File: src/rtl/perm_ctrl_pkg.sv
// perm_ctrl_pkg: shared FSM state encoding and default sizing for perm_ctrl.
`default_nettype none

package perm_ctrl_pkg;

    localparam int DEF_ROUNDS = 24;
    localparam int DEF_ADDR_W = 6;
    localparam int ROUND_W    = 5;

    typedef logic [1:0] state_t;

    localparam logic [1:0] ST_IDLE  = 2'd0;
    localparam logic [1:0] ST_SWEEP = 2'd1;
    localparam logic [1:0] ST_DRAIN = 2'd2;
    localparam logic [1:0] ST_DONE  = 2'd3;

endpackage

`default_nettype wire

File: src/rtl/perm_ctrl_if.sv
// perm_ctrl_if: job request and permutation-memory strobe bundle.
// Optional pause input present when PERM_CTRL_PAUSE_EN is defined.
`default_nettype none

interface perm_ctrl_if
    import perm_ctrl_pkg::*;
#(
    parameter int ADDR_W = DEF_ADDR_W
);
    logic                start;
`ifdef PERM_CTRL_PAUSE_EN
    logic                pause;
`endif
    logic                rd_en;
    logic [ADDR_W-1:0]   rd_addr;
    logic                wr_en;
    logic [ADDR_W-1:0]   wr_addr;
    logic [ROUND_W-1:0]  round_idx;
    logic                busy;
    logic                done;

    modport master (
        output start,
`ifdef PERM_CTRL_PAUSE_EN
        output pause,
`endif
        input  rd_en, rd_addr, wr_en, wr_addr, round_idx, busy, done
    );

    modport slave (
        input  start,
`ifdef PERM_CTRL_PAUSE_EN
        input  pause,
`endif
        output rd_en, rd_addr, wr_en, wr_addr, round_idx, busy, done
    );

endinterface

`default_nettype wire

File: src/rtl/sweep_counter.sv
// sweep_counter: ADDR_W-bit address counter with clear, enable and carry-out.
`default_nettype none

module sweep_counter #(
    parameter int ADDR_W = 6
) (
    input  logic              clk,
    input  logic              reset,
    input  logic              clr_i,
    input  logic              en_i,
    output logic [ADDR_W-1:0] cnt_o,
    output logic              carry_o
);

    logic [ADDR_W-1:0] cnt_q;

    always_ff @(posedge clk or posedge reset) begin
        if (reset) begin
            cnt_q <= '0;
        end else if (clr_i) begin
            cnt_q <= '0;
        end else if (en_i) begin
            cnt_q <= cnt_q + ADDR_W'(1);
        end
    end

    assign cnt_o   = cnt_q;
    assign carry_o = en_i & (&cnt_q);

endmodule

`default_nettype wire

File: src/rtl/perm_ctrl.sv
// perm_ctrl: sequences ROUNDS read/write sweeps over a 2**ADDR_W permutation memory.
// Build option: PERM_CTRL_PAUSE_EN adds a pause input that freezes an active job.
`default_nettype none

module perm_ctrl
    import perm_ctrl_pkg::*;
#(
    parameter int ROUNDS = DEF_ROUNDS,
    parameter int ADDR_W = DEF_ADDR_W
) (
    input  logic       clk,
    input  logic       reset,
    perm_ctrl_if.slave bus_if
);

    localparam logic [ROUND_W-1:0] c_LAST_ROUND = ROUND_W'(ROUNDS - 1);

    logic [1:0]         state_q, state_d;
    logic [ROUND_W-1:0] round_q, round_d;
    logic               wr_en_q;
    logic [ADDR_W-1:0]  wr_addr_q;

    logic               w_hold;
    logic               w_rd_en;
    logic               w_clr;
    logic               w_carry;
    logic [ADDR_W-1:0]  w_cnt;

`ifdef PERM_CTRL_PAUSE_EN
    assign w_hold = bus_if.pause & ((state_q == ST_SWEEP) | (state_q == ST_DRAIN));
`else
    assign w_hold = 1'b0;
`endif

    assign w_rd_en = (state_q == ST_SWEEP) & ~w_hold;
    assign w_clr   = (state_q == ST_IDLE) & bus_if.start;

    sweep_counter #(
        .ADDR_W (ADDR_W)
    ) u_sweep_counter (
        .clk     (clk),
        .reset   (reset),
        .clr_i   (w_clr),
        .en_i    (w_rd_en),
        .cnt_o   (w_cnt),
        .carry_o (w_carry)
    );

    always_comb begin
        state_d = state_q;
        round_d = round_q;
        case (state_q)
            ST_IDLE: begin
                if (bus_if.start) begin
                    state_d = ST_SWEEP;
                    round_d = '0;
                end
            end
            ST_SWEEP: begin
                // carry already includes the enable, so a paused sweep never exits
                if (w_carry) begin
                    state_d = ST_DRAIN;
                end
            end
            ST_DRAIN: begin
                if (!w_hold) begin
                    if (round_q == c_LAST_ROUND) begin
                        state_d = ST_DONE;
                    end else begin
                        state_d = ST_SWEEP;
                        round_d = round_q + ROUND_W'(1);
                    end
                end
            end
            ST_DONE: begin
                state_d = ST_IDLE;
            end
            default: begin
                state_d = ST_IDLE;
            end
        endcase
    end

    always_ff @(posedge clk or posedge reset) begin
        if (reset) begin
            state_q   <= ST_IDLE;
            round_q   <= '0;
            wr_en_q   <= 1'b0;
            wr_addr_q <= '0;
        end else begin
            state_q <= state_d;
            round_q <= round_d;
            // write pipeline holds its pending entry while paused
            if (!w_hold) begin
                wr_en_q   <= w_rd_en;
                wr_addr_q <= w_cnt;
            end
        end
    end

    assign bus_if.rd_en     = w_rd_en;
    assign bus_if.rd_addr   = w_cnt;
    assign bus_if.wr_en     = wr_en_q & ~w_hold;
    assign bus_if.wr_addr   = wr_addr_q;
    assign bus_if.round_idx = round_q;
    assign bus_if.busy      = (state_q != ST_IDLE);
    assign bus_if.done      = (state_q == ST_DONE);

endmodule

`default_nettype wire

File: src/flat_wrapper.sv
// flat-port wrapper written by rule: the top's interface ports become plain ports
module perm_ctrl_flat import perm_ctrl_pkg::*;
#(
    parameter int ROUNDS = DEF_ROUNDS,
    parameter int ADDR_W = DEF_ADDR_W
)
  (clk, reset, bus_if_start, bus_if_rd_en, bus_if_rd_addr, bus_if_wr_en, bus_if_wr_addr, bus_if_round_idx, bus_if_busy, bus_if_done);
  perm_ctrl_if #(.ADDR_W(ADDR_W)) bus_if_i ();
  input  logic clk;
  input  logic reset;
  input wire logic [$bits(bus_if_i.start)-1:0] bus_if_start;
  output wire logic [$bits(bus_if_i.rd_en)-1:0] bus_if_rd_en;
  output wire logic [$bits(bus_if_i.rd_addr)-1:0] bus_if_rd_addr;
  output wire logic [$bits(bus_if_i.wr_en)-1:0] bus_if_wr_en;
  output wire logic [$bits(bus_if_i.wr_addr)-1:0] bus_if_wr_addr;
  output wire logic [$bits(bus_if_i.round_idx)-1:0] bus_if_round_idx;
  output wire logic [$bits(bus_if_i.busy)-1:0] bus_if_busy;
  output wire logic [$bits(bus_if_i.done)-1:0] bus_if_done;
  assign bus_if_i.start = bus_if_start;
  assign bus_if_rd_en = bus_if_i.rd_en;
  assign bus_if_rd_addr = bus_if_i.rd_addr;
  assign bus_if_wr_en = bus_if_i.wr_en;
  assign bus_if_wr_addr = bus_if_i.wr_addr;
  assign bus_if_round_idx = bus_if_i.round_idx;
  assign bus_if_busy = bus_if_i.busy;
  assign bus_if_done = bus_if_i.done;
  perm_ctrl #(.ROUNDS(ROUNDS), .ADDR_W(ADDR_W)) u_core (.clk(clk), .reset(reset), .bus_if(bus_if_i));
endmodule
File: config.mk
export PLATFORM = sky130hd
export DESIGN_NAME = perm_ctrl_flat
export DESIGN_NICKNAME = d
export VERILOG_FILES = /design/src/rtl/perm_ctrl_pkg.sv /design/src/rtl/perm_ctrl_if.sv /design/src/rtl/sweep_counter.sv /design/src/rtl/perm_ctrl.sv /design/src/flat_wrapper.sv
export SDC_FILE = /design/constraint.sdc
export NUM_CORES = 1
export LEC_CHECK = 0
export BUFFER_PORTS_ARGS = -buffer_cell sky130_fd_sc_hd__buf_2
export CAP_MARGIN = 20
export CORE_MARGIN = 4
export CORE_UTILIZATION = 55
export CTS_BUF_LIST = sky130_fd_sc_hd__clkbuf_2
export CTS_CLUSTER_SIZE = 25
export DETAILED_ROUTE_END_ITERATION = 7
export GPL_ROUTABILITY_DRIVEN = 0
export PLACE_DENSITY = 0.8
export SETUP_SLACK_MARGIN = 0.15
export SKIP_CTS_REPAIR_TIMING = 1
export SLEW_MARGIN = 20
export SYNTH_ARGS = -nofsm -noshare
export SYNTH_HDL_FRONTEND = slang
export SYNTH_SLANG_ARGS = --single-unit
File: constraint.sdc
create_clock -name clk -period 2.7 [get_ports clk]
set_clock_uncertainty 0.2 [all_clocks]
set_input_delay 0.405 -clock clk [delete_from_list [all_inputs] [get_ports clk]]
set_output_delay 0.405 -clock clk [all_outputs]
set_load 0.01 [all_outputs]
==> results_dict.tcl, run 1 <==
set metrics [dict create \
    period_share_pct 73.0 \
    cts_tree "yes" \
    path_buf_inv 2 \
    synthDistinctLibCells 33 \
    clockBufferDepth 2 \
    drc 0 \
    syn_inst 80 \
    ir_drop_uv 611 \
    drt-initial-drc-count 15 \
    die_h_um 48.5 \
    dpl_cell_area_um2 1030 \
    initial_core_util_pct 59.3 \
    crit_family "flip-flops" \
    hold_violations 0 \
    ff2ff_setup_slack_ns 0.98 \
    syn_nets 85 \
    finalSetupTns_ns 0 \
    viasPerCell 5.73 \
    final_design_area_no_fill_um2 1040 \
    overflow 0 \
    rsz0062_at_grt "false" \
    clock-sinks 20 \
    post-route-util_pct 68.5 \
    start_kind "register" \
    cp_slowest_cell "dfrtp_1" \
    drive_gt1_share_pct 33.7 \
    setup_violations 0 \
    hpwl_um 1210 \
    num_rows 14 \
    drtAntennaViolNets 0 \
    synth_simple_gate_area_share_pct 21.3 \
    synthTopCellsByArea "dfrtp_1 (55%), nand3_1 (4.4%), nand2_1 (4.2%)" \
    ff2ff_path_depth 4 \
    cts-root-buf "clkbuf_2" \
    ys_seq_elements 20 \
    synth_edf_count 0 \
    grt_pass1_vias 639 \
    wl_per_cell_um 14.1 \
    timing.slew.headroom_pct 50.5 \
    p_leak_nw 0.549 \
    core_um2 1520 \
    grt_pass1_wl_um 3030 \
    yosysSeqAreaShare_pct 55.4 \
    endpoint_kind "output pin" \
    final_nets 111 \
    yosys.area_share.adder_pct 2.77 \
    grt_max_degree 21 \
    r2r-end "u_core.bus_if.round_idx[0]$_DFFE_PP0P_" \
    muxShareOfSynthArea_pct 2.91 \
    antenna_found_initial 0 \
    timing.hold.ws_ns 0.0000321 \
    dr_total_vias 687 \
    diodes 0 \
    track_usage_pct 15.8 \
    io-pin-count 24 \
    rr_startpoint "u_core.bus_if.round_idx[0]$_DFFE_PP0P_" \
    status "finished clean" \
    place_ws_ns 1.01 \
    yosys.cell_count.top_type "dfrtp_1" \
    cts_htree_levels 1 \
    cap_viol_max_count 0 \
    crit_chain "nand2b_4 -> inv_2 -> buf_2" \
    yosysWarnings 0 \
    setup_ws_ns 0.730 \
    clk_pin_slew_worst_paths_ns 0.17 \
    ys_top_cells_by_count "dfrtp_1 (20), nand2_1 (10), nand3_1 (8)" \
    crit_required_ns 2.10 \
    area_growth_pct 15.5 \
    critical_path_class "reg -> out" \
    die_w_um 48.5 \
    drt-pass1-iter-count 4 \
    arrival_ns 1.36 \
    worst_slew_pin_slew_ns 0.741 \
    fmax_mhz 508 \
    synth-xor-area-share_pct 1.94 \
    clock_latency_ns 0.30 \
    synth_top_area_share_pct 55.4 \
    synth_area_um2 903 \
    synth_area_leader_cell "dfrtp_1" \
    fin_crit_ns 1.97 \
    critPathMaxStageDelay_ns 0.61 \
    drv_slew 0 \
    ys.flop_type "dfrtp_1" \
    power_density_nw_per_um2 1020 \
    fp.dieArea_um2 2350 \
    drt-total-wl_um 1690 \
    avgSynthCellArea_um2 11.3 \
    synthArstFlopShare_pct 100 \
    path_max_fanout 14 \
    cts_buffers 3 \
    portBuffers 23 \
    synth-compound-area-share_pct 13.3 \
    synth_top_family_by_area "simple AND/OR/NAND/NOR gates" \
    hold_class "in -> async" \
]
==> where the power goes <==
part	switching, mW	internal [mW]	leakage [nW]
clock	0.0819	0.0303	0.0125
combinational	0.219	0.200	0.285
sequential	0.125	0.411	0.251
==> cells in the final DEF (no fill, tap or decap), types with 2 or more instances in the layout <==
master / synthesis / routed
inv_2: 2 / 2
o211ai_1: 2 / 2
clkbuf_2: 0 / 3
a21oi_1: 2 / 2
nand3_1: 8 / 8
buf_2: 2 / 23
dfrtp_1: 20 / 20
nand2_1: 10 / 10
ha_1: 2 / 2
o21ai_1: 4 / 4
a22o_1: 3 / 3
nand2b_1: 2 / 2
nor2_1: 2 / 2
==> worst max path at each step <==
stage | start | end | depth (start not counted) | slack, ns
finish | u_core.state_q[1]$_DFFE_PP0P_ | bus_if_rd_en | 3 | 0.73
CTS | u_core.state_q[1]$_DFFE_PP0P_ | bus_if_rd_en | 3 | 0.72
floorplan | u_core.bus_if.round_idx[0]$_DFFE_PP0P_ | u_core.bus_if.round_idx[0]$_DFFE_PP0P_ | 4 | 1.06
global placement | u_core.bus_if.round_idx[0]$_DFFE_PP0P_ | u_core.bus_if.round_idx[0]$_DFFE_PP0P_ | 4 | 1.09
global route | u_core.state_q[1]$_DFFE_PP0P_ | bus_if_rd_en | 3 | 0.62
detailed placement | u_core.bus_if.round_idx[0]$_DFFE_PP0P_ | u_core.bus_if.round_idx[0]$_DFFE_PP0P_ | 4 | 1.01
==> flip-flops by register name, indices dropped and copies added (netlist names) <==
register and flops:
u_core.u_sweep_counter.cnt_o 6, u_core.bus_if.round_idx 5, u_core.bus_if.wr_en 1, u_core.bus_if.wr_addr 6
u_core.state_q 2
==> cell type report <==
type	instances	area, µm²
Tap cell	16	20.0
Fill cell	114	480
Multi-Input combinational cell	55	382
Timing Repair Buffer	23	115
Clock buffer	3	15.0
Inverter	3	11.3
Sequential cell	20	500
==> per-layer routing <==
layer	routed length, µm	up-vias	GRT usage, %
met5	0	-	0
met3	98	4	3.99
met4	22	0	5.38
met2	734	27	22.4
li1	-	338	-
met1	838	318	23.4
==> kinds of logic after synthesis <==
kind of cell | count (synthesis)
AND/OR/NAND/NOR | 32
flip-flops | 20
AO/OA/AOI/OAI | 17
buffers and inverters | 5
XOR/XNOR | 2
multiplexers | 2
adder cells (fa/ha/maj) | 2
==> stage by stage <==
stage / instances / power, mW
after detailed placement: 117 / 0.965
after floorplan: 80 / 0.795
after global placement: 117 / 0.954
final: 120 / 1.07
after CTS: 120 / 1.08
after global routing: 120 / 1.17
No activity file was read; power rests on OpenSTA's default activity.
==> run 2: changes to the inputs <==
- ABC_AREA: default -> 1
- CORE_UTILIZATION: 55 -> 48
- PLACE_DENSITY: 0.8 -> 0.73
- clock period: 2.7 -> 1.7 ns (I/O delays scaled with it)
==> run 2 against run 1 <==
Sequential share of layout area down 5.4 points; largest power group unchanged; worst setup slack worse by 0.59 ns; die area up 16%; count of clock-buffer cells in the layout unchanged; critical path depth unchanged; utilization down 2.1 points; largest cell class unchanged; first-iteration DRC count up 6.7%; worst hold slack better by 0.055 ns; total power down 36%; non-clock buffer count up 7; synthesized area up 3.6%.
==> results_dict.tcl, run 2 <==
set metrics [dict create \
    status "finished clean" \
    synth_area_um2 936 \
    synthDistinctLibCells 20 \
    fmax_mhz 642 \
    clk_pin_slew_worst_paths_ns 0.20 \
    yosysWarnings 0 \
    endpoint_kind "output pin" \
    final_nets 145 \
    syn_nets 110 \
    setup_ws_ns 0.142 \
    period_share_pct 91.7 \
    synth_top_area_share_pct 53.5 \
    overflow 0 \
    num_rows 15 \
    syn_inst 105 \
    avgSynthCellArea_um2 8.91 \
    grt_use_met3_pct 3.44 \
    setup_violations 0 \
    cts_htree_levels 1 \
    yosys.cell_count.top_type "nand2_1" \
    fp.dieArea_um2 2720 \
    drc 0 \
    drive_gt1_share_pct 37.0 \
    crit_required_ns 1.24 \
    rsz0062_at_grt "true" \
    p_leak_nw 0.587 \
    synth_edf_count 0 \
    diodes 0 \
    synthTopCellsByArea "dfrtp_1 (53%), nand2_1 (14%), nand3_1 (3.7%)" \
    dpl_cell_area_um2 1090 \
    grt_pass1_vias 750 \
    hold_violations 0 \
    yosysSeqAreaShare_pct 53.5 \
    synth_area_leader_cell "dfrtp_1" \
    antenna_found_initial 0 \
    rr_startpoint "u_core.bus_if.round_idx[1]$_DFFE_PP0P_" \
    core_um2 1780 \
    ys.flop_type "dfrtp_1" \
    arrival_ns 1.10 \
    ir_drop_uv 380 \
    viasPerCell 5.08 \
    grt_max_degree 21 \
    crit_path_start "u_core.state_q[0]$_DFFE_PP0P_" \
    critical_path_class "reg -> out" \
    grtUsageMet1_pct 21.0 \
    clockBufferDepth 2 \
    track_usage_pct 16.1 \
    clock_latency_ns 0.32 \
    finalPower_uw 683 \
    io-pin-count 24 \
    drt-initial-drc-count 16 \
    cts-root-buf "clkbuf_2" \
    power_density_nw_per_um2 577 \
    drtAntennaViolNets 0 \
    grt-busiest-layer "met2" \
    final_cell_mix "nand2_1 (35), buf_2 (21), dfrtp_1 (17)" \
    path_max_fanout 4 \
    dr_total_vias 828 \
    worst_slew_pin_slew_ns 0.289 \
    dp.cells 154 \
    drt-total-wl_um 2070 \
    drv_slew 0 \
    cts_tree "yes" \
    met2_usage_pct 25.9 \
    timing.slew.headroom_pct 80.7 \
    die_w_um 52.2 \
    grt_pass1_wl_um 3250 \
    hold_start "bus_if_start" \
    area_growth_pct 26.5 \
    layout_commonest_cell "nand2_1" \
    synthArstFlopShare_pct 100 \
    cap_viol_max_count 0 \
    hold_class "in -> reg" \
    clock-sinks 20 \
    hpwl_um 1470 \
    final_design_area_no_fill_um2 1180 \
    die_h_um 52.2 \
    drt-pass1-iter-count 4 \
    initial_core_util_pct 52.5 \
    ys_top_cells_by_count "nand2_1 (36), dfrtp_1 (20), nor2_1 (8)" \
    layout.cells.non_filler 163 \
    start_kind "register" \
    cts_buffers 3 \
    portBuffers 23 \
    place_ws_ns 0.202 \
    fillerInstances 155 \
    wl_per_cell_um 12.7 \
    fin_crit_ns 1.56 \
    ys_seq_elements 20 \
]
[run 2: cell types whose count changed in the layout (fill, tap and decap cells not counted), sizes merged, moves of 2 or more]
| cell | previous run | this run |
|---|---|---|
| a22o | 3 | 1 |
| buf | 23 | 29 |
| inv | 3 | 10 |
| mux2 | 2 | 0 |
| nand2 | 10 | 39 |
| nand2b | 3 | 0 |
| nand4 | 1 | 4 |
| nor2 | 2 | 11 |
| nor3b | 2 | 0 |
| o211ai | 2 | 0 |
| o21bai | 2 | 0 |
[run 2: layer usage]
layer	part of all wire (%)	routed length (µm)
met3	5.8	121
met1	44	910
met4	1.5	31
met2	49	1010
met5	0	0
[run 2: path summary, 6_finish.rpt]
check / end / slack, ns / cells after the start
setup / recovery: bus_if_rd_en / 0.14 / 3
hold / removal: u_core.u_sweep_counter.cnt_o[0]$_DFFE_PP0P_ / 0.05 / 4
setup reg to reg: u_core.bus_if.round_idx[0]$_DFFE_PP0P_ / 0.21 / 7
hold reg to reg: u_core.bus_if.wr_addr[5]$_DFF_PP0_ / 0.25 / 0
max in group asynchronous: u_core.u_sweep_counter.cnt_o[5]$_DFFE_PP0P_ / 0.81 / 4
min in group asynchronous: u_core.bus_if.round_idx[2]$_DFFE_PP0P_ / 0.26 / 4
[run 2: metrics by stage]
step / utilization [%] / hold WS (ns) / setup TNS [ns]
finish: 66.4 / 0.0549 / 0
global route: 66.4 / 0.0608 / 0
CTS: 62.0 / -0.278 / -0.00106
detailed placement: 61.1 / 0.0929 / 0
global placement: 61.1 / 0.0898 / 0
floorplan: - / 0.0188 / 0
[run 2: cells by family (layout without fill, tap and decap cells)]
group	after synthesis	after routing	share of synthesized area, %
AND/OR/NAND/NOR	64	64	33.4
adder cells (fa/ha/maj)	2	2	2.67
buffers and inverters	11	44	4.95
flip-flops	20	20	53.5
AO/OA/AOI/OAI	8	8	5.48
[run 2: power by group]
part / internal (mW) / total, mW / leakage [nW] / switching, mW
logic: 0.00483 / 0.0150 / 0.355 / 0.0102
clock network: 0.0481 / 0.192 / 0.0125 / 0.144
registers: 0.476 / 0.476 / 0.220 / 0
total: 0.529 / 0.683 / 0.587 / 0.154
[run 2: layout make-up]
type,count,area [µm²],share of cell area (%)
timing repair buffer,30,183,15.4
clock buffer,3,15.0,1.27
sequential,20,504,42.6
multi-input combinational,74,404,34.1
tap,25,31.3,2.64
inverter,11,46.3,3.91
[run 2: critical path, stage by stage (launching register included)]
cell,delay [ns]
dfrtp_1,0.44
inv_2,0.09
nor2_4,0.14
buf_6,0.11
==> run 3: changes to the inputs <==
- CORE_ASPECT_RATIO: default -> 0.75
==> run 3 against run 2 <==
Wire length shrank 3.8%; final cell count shrank 2.5%; non-clock buffer count shrank 1; global-route usage grew 0.53 points; utilization shrank 1.7 points; first-iteration DRC count shrank 13%; sequential power is essentially flat; cell area shrank 2.2%; critical path depth is the same; via count shrank 3.5%; critical path type unchanged.
==> results_dict.tcl, run 3 (same netlist as run 2, synthesis figures left out) <==
set metrics [dict create \
    fp.dieArea_um2 2730 \
    viasPerCell 5.03 \
    rsz0062_at_grt "true" \
    track_usage_pct 16.7 \
    drive_gt1_share_pct 35.0 \
    finalSetupTns_ns 0 \
    p_leak_nw 0.578 \
    hpwl_um 1400 \
    arrival_ns 1.10 \
    ir_drop_uv 412 \
    core_um2 1790 \
    grt_max_degree 21 \
    crit_required_ns 1.24 \
    layout.area.seq_um2 503 \
    dpl_cell_area_um2 1090 \
    clock-sinks 20 \
    clk_pin_slew_worst_paths_ns 0.18 \
    layout.cells.non_filler 159 \
    dr_total_vias 799 \
    fillerInstances 152 \
    start_kind "register" \
    fin_crit_ns 1.55 \
    multi_input_comb_area_um2 397 \
    ff2ff_setup_slack_ns 0.23 \
    timing.slew.headroom_pct 80.9 \
    post-route-util_pct 64.7 \
    layout_commonest_cell "nand2_1" \
    critical_path_class "reg -> out" \
    die_w_um 59.0 \
    setup_ws_ns 0.150 \
    setup_violations 0 \
    drv_slew 0 \
    initial_core_util_pct 52.3 \
    drt-initial-drc-count 14 \
    dp.cells 151 \
    wl_per_cell_um 12.5 \
    worst_slew_pin_slew_ns 0.287 \
    cap_viol_max_count 0 \
    endpoint_kind "output pin" \
    power_density_nw_per_um2 587 \
    final_cell_mix "nand2_1 (36), buf_2 (22), dfrtp_1 (18)" \
    drtAntennaViolNets 0 \
    num_rows 13 \
    fmax_mhz 645 \
    antenna_found_initial 0 \
    drc 0 \
    grt_pass1_vias 738 \
    grt_pass1_wl_um 3320 \
    path_max_fanout 5 \
    cts-root-buf "clkbuf_2" \
    drt-total-wl_um 1990 \
    final_design_area_no_fill_um2 1160 \
    clockBufferDepth 2 \
    io-pin-count 24 \
    drt-pass1-iter-count 4 \
    area_growth_pct 23.7 \
    portBuffers 23 \
    cts_htree_levels 1 \
    die_h_um 46.2 \
    final_nets 144 \
    period_share_pct 91.2 \
    cts_tree "yes" \
    hold_class "in -> reg" \
    cts_buffers 3 \
    diodes 0 \
    clock_latency_ns 0.31 \
    status "finished clean" \
    overflow 0 \
    place_ws_ns 0.216 \
    hold_violations 0 \
]
run 3: changes by cell type in the layout (fill, tap and decap cells not counted):
| cell | before | now |
|---|---|---|
| buf_2 | 21 | 22 |
| buf_4 | 6 | 5 |
| buf_6 | 2 | 1 |
| dfrtp_1 | 17 | 18 |
| dfrtp_2 | 3 | 2 |
| ha_2 | 0 | 1 |
| ha_4 | 1 | 0 |
| nand2_1 | 35 | 36 |
| nand2_2 | 1 | 0 |
| nor2_2 | 2 | 1 |
| nor2_4 | 1 | 2 |
run 3: power by group:
group | leakage [nW] | switching (mW) | total, mW | internal, mW
clock | 0.0125 | 0.139 | 0.187 | 0.0481
combinational | 0.345 | 0.0108 | 0.0156 | 0.00483
sequential | 0.220 | 0 | 0.476 | 0.476
total | 0.578 | 0.150 | 0.679 | 0.529
run 3: metal layers:
metal | track usage [%] | up-vias | wire length, µm
met4 | 4.07 | 0 | 24
met3 | 6.72 | 4 | 150
li1 | - | 402 | -
met2 | 25.8 | 28 | 824
met1 | 21.9 | 365 | 992
met5 | 0 | - | 0
run 3: critical path: stages (launching register included):
cell	delay, ns
dfrtp_1	0.43
inv_2	0.10
nor2_4	0.15
buf_6	0.12
run 3: final cells by class:
cell class	instances	share of cell area, %
Clock buffer	3	1.30
Tap cell	22	2.38
Timing Repair Buffer	29	14.6
Inverter	11	4.00
Sequential cell	20	43.5
Multi-Input combinational cell	74	34.3
run 3: final timing paths:
kind                                                          endpoint  depth (start not counted)                                        start
max                                                       bus_if_rd_en                          3                u_core.state_q[0]$_DFFE_PP0P_
min                        u_core.u_sweep_counter.cnt_o[2]$_DFFE_PP0P_                          4                                 bus_if_start
max reg2reg                     u_core.bus_if.round_idx[4]$_DFFE_PP0P_                          7       u_core.bus_if.round_idx[0]$_DFFE_PP0P_
min reg2reg                         u_core.bus_if.wr_addr[5]$_DFF_PP0_                          0  u_core.u_sweep_counter.cnt_o[5]$_DFFE_PP0P_
max in group asynchronous                u_core.state_q[1]$_DFFE_PP0P_                          4                                        reset
min in group asynchronous       u_core.bus_if.round_idx[3]$_DFFE_PP0P_                          4                                        reset
run 3: through the flow:
step	hold slack, ns	total power, mW
floorplan	0.0188	0.492
global placement	0.0899	0.499
detailed placement	0.0986	0.500
CTS	-0.271	0.687
global route	0.0585	0.716
finish	0.0850	0.679
